===== config.mk =====
export PLATFORM = sky130hd
export DESIGN_NAME = trip_vote_latch_flat
export DESIGN_NICKNAME = d
export VERILOG_FILES = /design/src/rtl/trip_vote_latch_pkg.sv /design/src/rtl/trip_vote_latch_if.sv /design/src/rtl/trip_vote_latch_persist.sv /design/src/rtl/trip_vote_latch.sv /design/src/flat_wrapper.sv
export SDC_FILE = /design/constraint.sdc
export NUM_CORES = 1
export LEC_CHECK = 0
export ABC_AREA = 1
export BUFFER_PORTS_ARGS = -buffer_cell sky130_fd_sc_hd__buf_2
export CORE_UTILIZATION = 57
export DETAILED_ROUTE_END_ITERATION = 6
export PLACE_DENSITY_LB_ADDON = 0.3
export RECOVER_POWER = 100
export SLEW_MARGIN = 10
export SYNTH_ARGS = -nofsm -noshare
export SYNTH_HDL_FRONTEND = slang
export SYNTH_SLANG_ARGS = --single-unit

===== constraint.sdc =====
create_clock -name clk -period 2.35 [get_ports clk]
set_clock_uncertainty 0.2 [all_clocks]
set_input_delay 0.1175 -clock clk [delete_from_list [all_inputs] [get_ports clk]]
set_output_delay 0.1175 -clock clk [all_outputs]
set_load 0.02 [all_outputs]

===== src/rtl/trip_vote_latch_pkg.sv =====
// rts_vote_pkg: shared defaults, channel indices and trip-vector bit addressing
// for the trip vote latch.
package rts_vote_pkg;
   localparam int NDIVISIONS_DEF = 4;
   localparam int NCHANNELS_DEF = 3;
   localparam int CH_TEMPERATURE = 0;
   localparam int CH_PRESSURE = 1;
   localparam int CH_SATURATION = 2;
   // Division 0 sits in the most significant slice, channel 0 in the
   // most significant bit of its slice.
   function automatic int bit_pos(input int nd, input int nc, input int d, input int ch);
      return nc * (nd - d - 1) + nc - ch - 1;
   endfunction
endpackage


===== src/rtl/trip_vote_latch_if.sv =====
// trip_vote_latch_if: division reports and operator controls in, vote/latch status out.
//   trip_valid, trip          per-division strobe and trip slices
//   manual_trip, clear_req    operator controls
//   vote, stale, actuate, clear_ack  latch status
// master = the divisions/operator side, slave = the vote latch.
interface trip_vote_latch_if #(
   parameter int NDivisions = 4,
   parameter int NChannels = 3
);
   logic [NDivisions-1:0] trip_valid;
   logic [NDivisions*NChannels-1:0] trip;
   logic manual_trip;
   logic clear_req;
   logic [NChannels-1:0] vote;
   logic [NDivisions-1:0] stale;
   logic actuate;
   logic clear_ack;
   modport master (
      output trip_valid, trip, manual_trip, clear_req,
      input vote, stale, actuate, clear_ack
   );
   modport slave (
      input trip_valid, trip, manual_trip, clear_req,
      output vote, stale, actuate, clear_ack
   );
endinterface


===== src/rtl/trip_vote_latch_persist.sv =====
// trip_persist_filter: passes a channel vote only after raw has held for
// PersistCycles consecutive cycles.
//   clk, rst  clock and synchronous active-high reset
//   raw       unfiltered coincidence vote
//   vote      persistence-filtered vote (drops one cycle after raw)
module trip_persist_filter #(
   parameter int PersistCycles = 4
) (
   input  logic clk,
   input  logic rst,
   input  logic raw,
   output logic vote
);
   localparam int W = PersistCycles > 1 ? $clog2(PersistCycles) : 1;
   localparam logic [W-1:0] LAST = W'(PersistCycles - 1);
   logic [W-1:0] cnt;
   always_ff @(posedge clk) begin
      if (rst) begin
         cnt <= '0;
         vote <= 1'b0;
      end else begin
         cnt <= !raw ? '0 : (cnt == LAST ? LAST : cnt + W'(1));
         vote <= raw && cnt == LAST;
      end
   end
endmodule


===== src/rtl/trip_vote_latch.sv =====
// trip_vote_latch: registers division trip reports, votes coincidence per
// channel with silent divisions counted as tripped, filters for persistence
// and latches the actuation demand until a permitted clear.
//   clk, rst  clock and synchronous active-high reset
//   bus       trip_vote_latch_if slave: trip_valid, trip, manual_trip,
//             clear_req in; vote, stale, actuate, clear_ack out
module trip_vote_latch
   import rts_vote_pkg::*;
#(
   parameter int NDivisions = NDIVISIONS_DEF,
   parameter int NChannels = NCHANNELS_DEF,
   parameter int VoteThreshold = 2,
   parameter int PersistCycles = 4,
   parameter int StaleTimeout = 16
) (
   input logic clk,
   input logic rst,
   trip_vote_latch_if.slave bus
);
   localparam int CW = $clog2(NDivisions + 1);
   localparam int SW = $clog2(StaleTimeout + 1);
   localparam logic [SW-1:0] ST = SW'(StaleTimeout);
   // div_reg is indexed [division][channel] in logical order.
   logic [NChannels-1:0] div_reg [NDivisions];
   logic [SW-1:0] stale_cnt [NDivisions];
   logic [SW-1:0] stale_nxt [NDivisions];
   logic [NDivisions-1:0] stale_r;
   logic [CW-1:0] tcount [NChannels];
   logic [NChannels-1:0] raw;
   logic [NChannels-1:0] vote_r;
   logic actuate_r, clear_ack_r, set, clr_ok;
   always_comb begin
      for (int d = 0; d < NDivisions; d++)
         stale_nxt[d] = stale_cnt[d] == ST ? ST : stale_cnt[d] + SW'(1);
   end
   always_ff @(posedge clk) begin
      if (rst) begin
         for (int d = 0; d < NDivisions; d++) begin
            div_reg[d] <= '0;
            stale_cnt[d] <= '0;
         end
         stale_r <= '0;
      end else begin
         for (int d = 0; d < NDivisions; d++) begin
            if (bus.trip_valid[NDivisions-1-d]) begin
               for (int ch = 0; ch < NChannels; ch++)
                  div_reg[d][ch] <= bus.trip[bit_pos(NDivisions, NChannels, d, ch)];
               stale_cnt[d] <= '0;
               stale_r[NDivisions-1-d] <= 1'b0;
            end else begin
               stale_cnt[d] <= stale_nxt[d];
               stale_r[NDivisions-1-d] <= stale_nxt[d] == ST;
            end
         end
      end
   end
   // A stale division counts as tripped on every channel (fail-safe).
   always_comb begin
      for (int ch = 0; ch < NChannels; ch++) begin
         tcount[ch] = '0;
         for (int d = 0; d < NDivisions; d++)
            tcount[ch] = tcount[ch] + CW'(div_reg[d][ch] | stale_r[NDivisions-1-d]);
         raw[ch] = tcount[ch] >= CW'(VoteThreshold);
      end
   end
   for (genvar c = 0; c < NChannels; c++) begin : g_persist
      trip_persist_filter #(.PersistCycles(PersistCycles)) u_filter (
         .clk(clk),
         .rst(rst),
         .raw(raw[c]),
         .vote(vote_r[NChannels-1-c])
      );
   end
   assign set = (|vote_r) | bus.manual_trip;
   assign clr_ok = bus.clear_req & ~(|raw) & ~(|vote_r) & ~bus.manual_trip;
   always_ff @(posedge clk) begin
      if (rst) begin
         actuate_r <= 1'b0;
         clear_ack_r <= 1'b0;
      end else begin
         actuate_r <= set ? 1'b1 : (clr_ok ? 1'b0 : actuate_r);
         clear_ack_r <= clr_ok & actuate_r;
      end
   end
   assign bus.vote = vote_r;
   assign bus.stale = stale_r;
   assign bus.actuate = actuate_r;
   assign bus.clear_ack = clear_ack_r;
endmodule


===== src/flat_wrapper.sv =====
// flat-port wrapper written by rule: the top's interface ports become plain ports
module trip_vote_latch_flat import rts_vote_pkg::*;
#(
   parameter int NDivisions = NDIVISIONS_DEF,
   parameter int NChannels = NCHANNELS_DEF,
   parameter int VoteThreshold = 2,
   parameter int PersistCycles = 4,
   parameter int StaleTimeout = 16
)
  (clk, rst, bus_trip_valid, bus_trip, bus_manual_trip, bus_clear_req, bus_vote, bus_stale, bus_actuate, bus_clear_ack);
  trip_vote_latch_if #(.NDivisions(NDivisions), .NChannels(NChannels)) bus_i ();
  input logic clk;
  input logic rst;
  input wire logic [$bits(bus_i.trip_valid)-1:0] bus_trip_valid;
  input wire logic [$bits(bus_i.trip)-1:0] bus_trip;
  input wire logic [$bits(bus_i.manual_trip)-1:0] bus_manual_trip;
  input wire logic [$bits(bus_i.clear_req)-1:0] bus_clear_req;
  output wire logic [$bits(bus_i.vote)-1:0] bus_vote;
  output wire logic [$bits(bus_i.stale)-1:0] bus_stale;
  output wire logic [$bits(bus_i.actuate)-1:0] bus_actuate;
  output wire logic [$bits(bus_i.clear_ack)-1:0] bus_clear_ack;
  assign bus_i.trip_valid = bus_trip_valid;
  assign bus_i.trip = bus_trip;
  assign bus_i.manual_trip = bus_manual_trip;
  assign bus_i.clear_req = bus_clear_req;
  assign bus_vote = bus_i.vote;
  assign bus_stale = bus_i.stale;
  assign bus_actuate = bus_i.actuate;
  assign bus_clear_ack = bus_i.clear_ack;
  trip_vote_latch #(.NDivisions(NDivisions), .NChannels(NChannels), .VoteThreshold(VoteThreshold), .PersistCycles(PersistCycles), .StaleTimeout(StaleTimeout)) u_core (.clk(clk), .rst(rst), .bus(bus_i));
endmodule

==> summary.md <==
| Metric | Value |
|---|---|
| Hold Fails Final Rpt | `0` |
| Clock transition at the registers of the reported paths | `0.08 ns` |
| Hold crit path type | `in -> reg` |
| CP max stage delay | `0.53 ns` |
| YS warnings | `0` |
| Clock Latency Late Sink | `0.29 ns` |
| Core box area | `0.003799 mm2` |
| Vias in the first global route | `1,725` |
| CP endpoint kind | `flip-flop` |
| DP HPWL | `2913 um` |
| Worst reg2reg path depth | `6` |
| Synthesized area | `0.002336 mm2` |
| Max Slew Vio Count | `0` |
| Crit path top cell by count | `nand2_1` |
| CP max FO | `4` |
| Root Driver | `clkbuf_8` |
| Fin worst setup slack | `0.5026 ns` |
| Worst EP required | `2.36 ns` |
| Die height | `66.02 um` |
| Gpl congestion | `0.8601` |
| First-pass GRT wire length | `6851 um` |
| Post-Syn Area per Cell | `8.782 um2` |
| Fmax achieved | `541.3 MHz` |
| Period utilisation layout | `78.61%` |
| Dpl ws | `0.5139 ns` |
| Synthesized flop and latch total | `47` |
| Area of the multi-input gates | `894.6 um2` |
| Critical-path top delay cell | `fa_1` |
| P&R area growth vs syn | `20.25%` |
| I/O pin count | `29` |
| Initial antenna violation count | `0` |
| First-pass DRT Iterations | `4` |
| Post-route setup TNS | `0 ns` |
| # setup viols final | `0` |
| EDFF count, synth | `32` |
| Share of layout cells above drive strength 1 | `10.71%` |
| Starting Density | `61.50%` |
| Die Wd | `66.02 um` |
| Pin count of the biggest net entering global routing | `14` |
| Post-synthesis cell type count | `24` |
| Ys flop type | `edfxtp_1` |
| Lkg Pwr | `1.372 nW` |
| Remaining DRCs | `0` |
| Hold WS | `0.01068 ns` |
| Routed len/inst | `9.945 um` |
| Antenna Violating Nets Remaining | `0` |
| Via count | `1,792` |
| Cells after Synth | `266` |
| Hold path depth | `3` |
| Critical Path AT | `1.86 ns` |
| Period minus WS final | `1.847 ns` |
| Post-CTS Setup Repair Bufs | `0` |
| CTS tree | `yes` |
| Drt via density | `4.667` |
| Hold Buf Count CTS | `18` |
| Antenna fix cells | `0` |
| Status | `completed` |
| Crit Path Category | `reg -> reg` |
| CP Launch Type | `flip-flop` |
| Ys async rst share | `0%` |
| CTS Sinks | `47` |
| Total wire length | `3819 um` |
| CTS Buffer Depth | `2` |
| PD cells | `579.5 mW/mm2` |
| Site row count | `22` |
| Final core occ | `73.95%` |
| CTS HTree Levels | `2` |
| DIE AREA | `0.004358 mm2` |
| Nets | `366` |
| Unrepaired setup endpoints after global routing | `no` |
| Post-synthesis sequential area ratio | `53.99%` |
| Total CTS buffers | `5` |
| Worst VDD drop | `0.3491 mV` |
| Tot GR Track Use | `21.29%` |
| CTS resizes | `0` |
| Worst path cell trace | `or2_2, fa_1, o21ai_0, nand2_1, nand2_1, nor3_1` |
| Max reg flops | `20` |
| Filler Cell Count | `308` |
| FF+latch area | `0.001261 mm2` |
| Total gr overflow | `0` |
| Max cap viols | `0` |
| Buffers on Ports | `28` |
| DR iter-0 viols | `77` |
## layout make-up
class | instances | share of cell area (%)
clock inverter | 1 | 0.1782
tap | 48 | 2.138
timing repair buffer | 46 | 10.87
sequential | 47 | 44.90
inverter | 55 | 7.350
clock buffer | 7 | 2.717
multi-input combinational | 180 | 31.85
## layer usage
metal | wire length [um] | track usage, %
met2 | 1709 | 35.84
met1 | 1828 | 25.68
met5 | 0 | 0
met3 | 184 | 5.000
met4 | 96 | 9.840
## cell usage in the layout, fill, tap and decap left out, drive strengths merged
master | Yosys | routed
inv | 54 | 54
nor2 | 51 | 51
nand2 | 46 | 46
edfxtp | 32 | 32
conb | 1 | 20
clkbuf | 0 | 19
dlygate4sd3 | 0 | 18
buf | 3 | 16
dfxtp | 15 | 15
nand3 | 15 | 15
or2 | 10 | 10
a21oi | 8 | 8
nor3 | 8 | 8
ha | 8 | 8
nand4 | 5 | 5
o21ai | 5 | 5
fa | 3 | 3
clkinv | 1 | 2
xor2 | 1 | 1
## per-stage QoR
step / cells / power [mW] / area (um2)
floorplan: 285 / 1.115 / 2407
detailed placement: 358 / 1.170 / 2585
CTS: 384 / 1.645 / 2846
global placement: 358 / 1.162 / 2585
global route: 384 / 1.716 / 2809
finish: 384 / 1.628 / 2809
## critical path, delay by kind of cell (launching register included)
kind / cells / cell delay [ns]
AO/OA/AOI/OAI: 1 / 0.07
adder cells (fa/ha/maj): 1 / 0.53
flip-flops: 1 / 0.33
AND/OR/NAND/NOR: 4 / 0.64
## synth_stat cells, types with 5 or more instances
cell type / n / area share (%)
a21oi_1: 8 / 1.7
dfxtp_1: 15 / 13
edfxtp_1: 32 / 41
ha_1: 8 / 4.3
inv_1: 53 / 8.5
nand2_1: 45 / 7.2
nand3_1: 13 / 2.8
nand4_1: 5 / 1.3
nor2_1: 48 / 7.7
nor3_1: 6 / 1.3
o21ai_0: 5 / 1.1
or2_2: 9 / 2.4
## worst paths after layout
check	slack, ns	startpoint	to
max	0.50	u_core.bus.stale[0]	u_core.g_persist[0].u_filter.vote
min	0.01	bus_trip_valid[1]	u_core.div_reg[2][0]
max reg2reg	0.50	u_core.bus.stale[0]	u_core.g_persist[0].u_filter.vote
min reg2reg	0.23	u_core.g_persist[2].u_filter.cnt[0]	u_core.g_persist[2].u_filter.cnt[0]
## where the power goes
group | total [mW] | internal, mW | leakage [nW] | switching, mW
clock network | 0.459 | 0.209 | 0.0422 | 0.250
logic | 0.205 | 0.0884 | 0.873 | 0.117
registers | 0.964 | 0.935 | 0.456 | 0.0291
## logic make-up (layout without fill, tap and decap cells)
logic type / Yosys count / in the layout / share of synthesized area [%]
simple gates: 135 / 135 / 26.03
buf+inv: 58 / 109 / 9.801
flops: 47 / 47 / 53.99
compound gates: 13 / 13 / 2.785
fa+ha+maj: 11 / 11 / 6.856
other cells: 1 / 20 / 0.1605
xor+xnor: 1 / 1 / 0.3750
No activity file was read; power rests on OpenSTA's default activity.
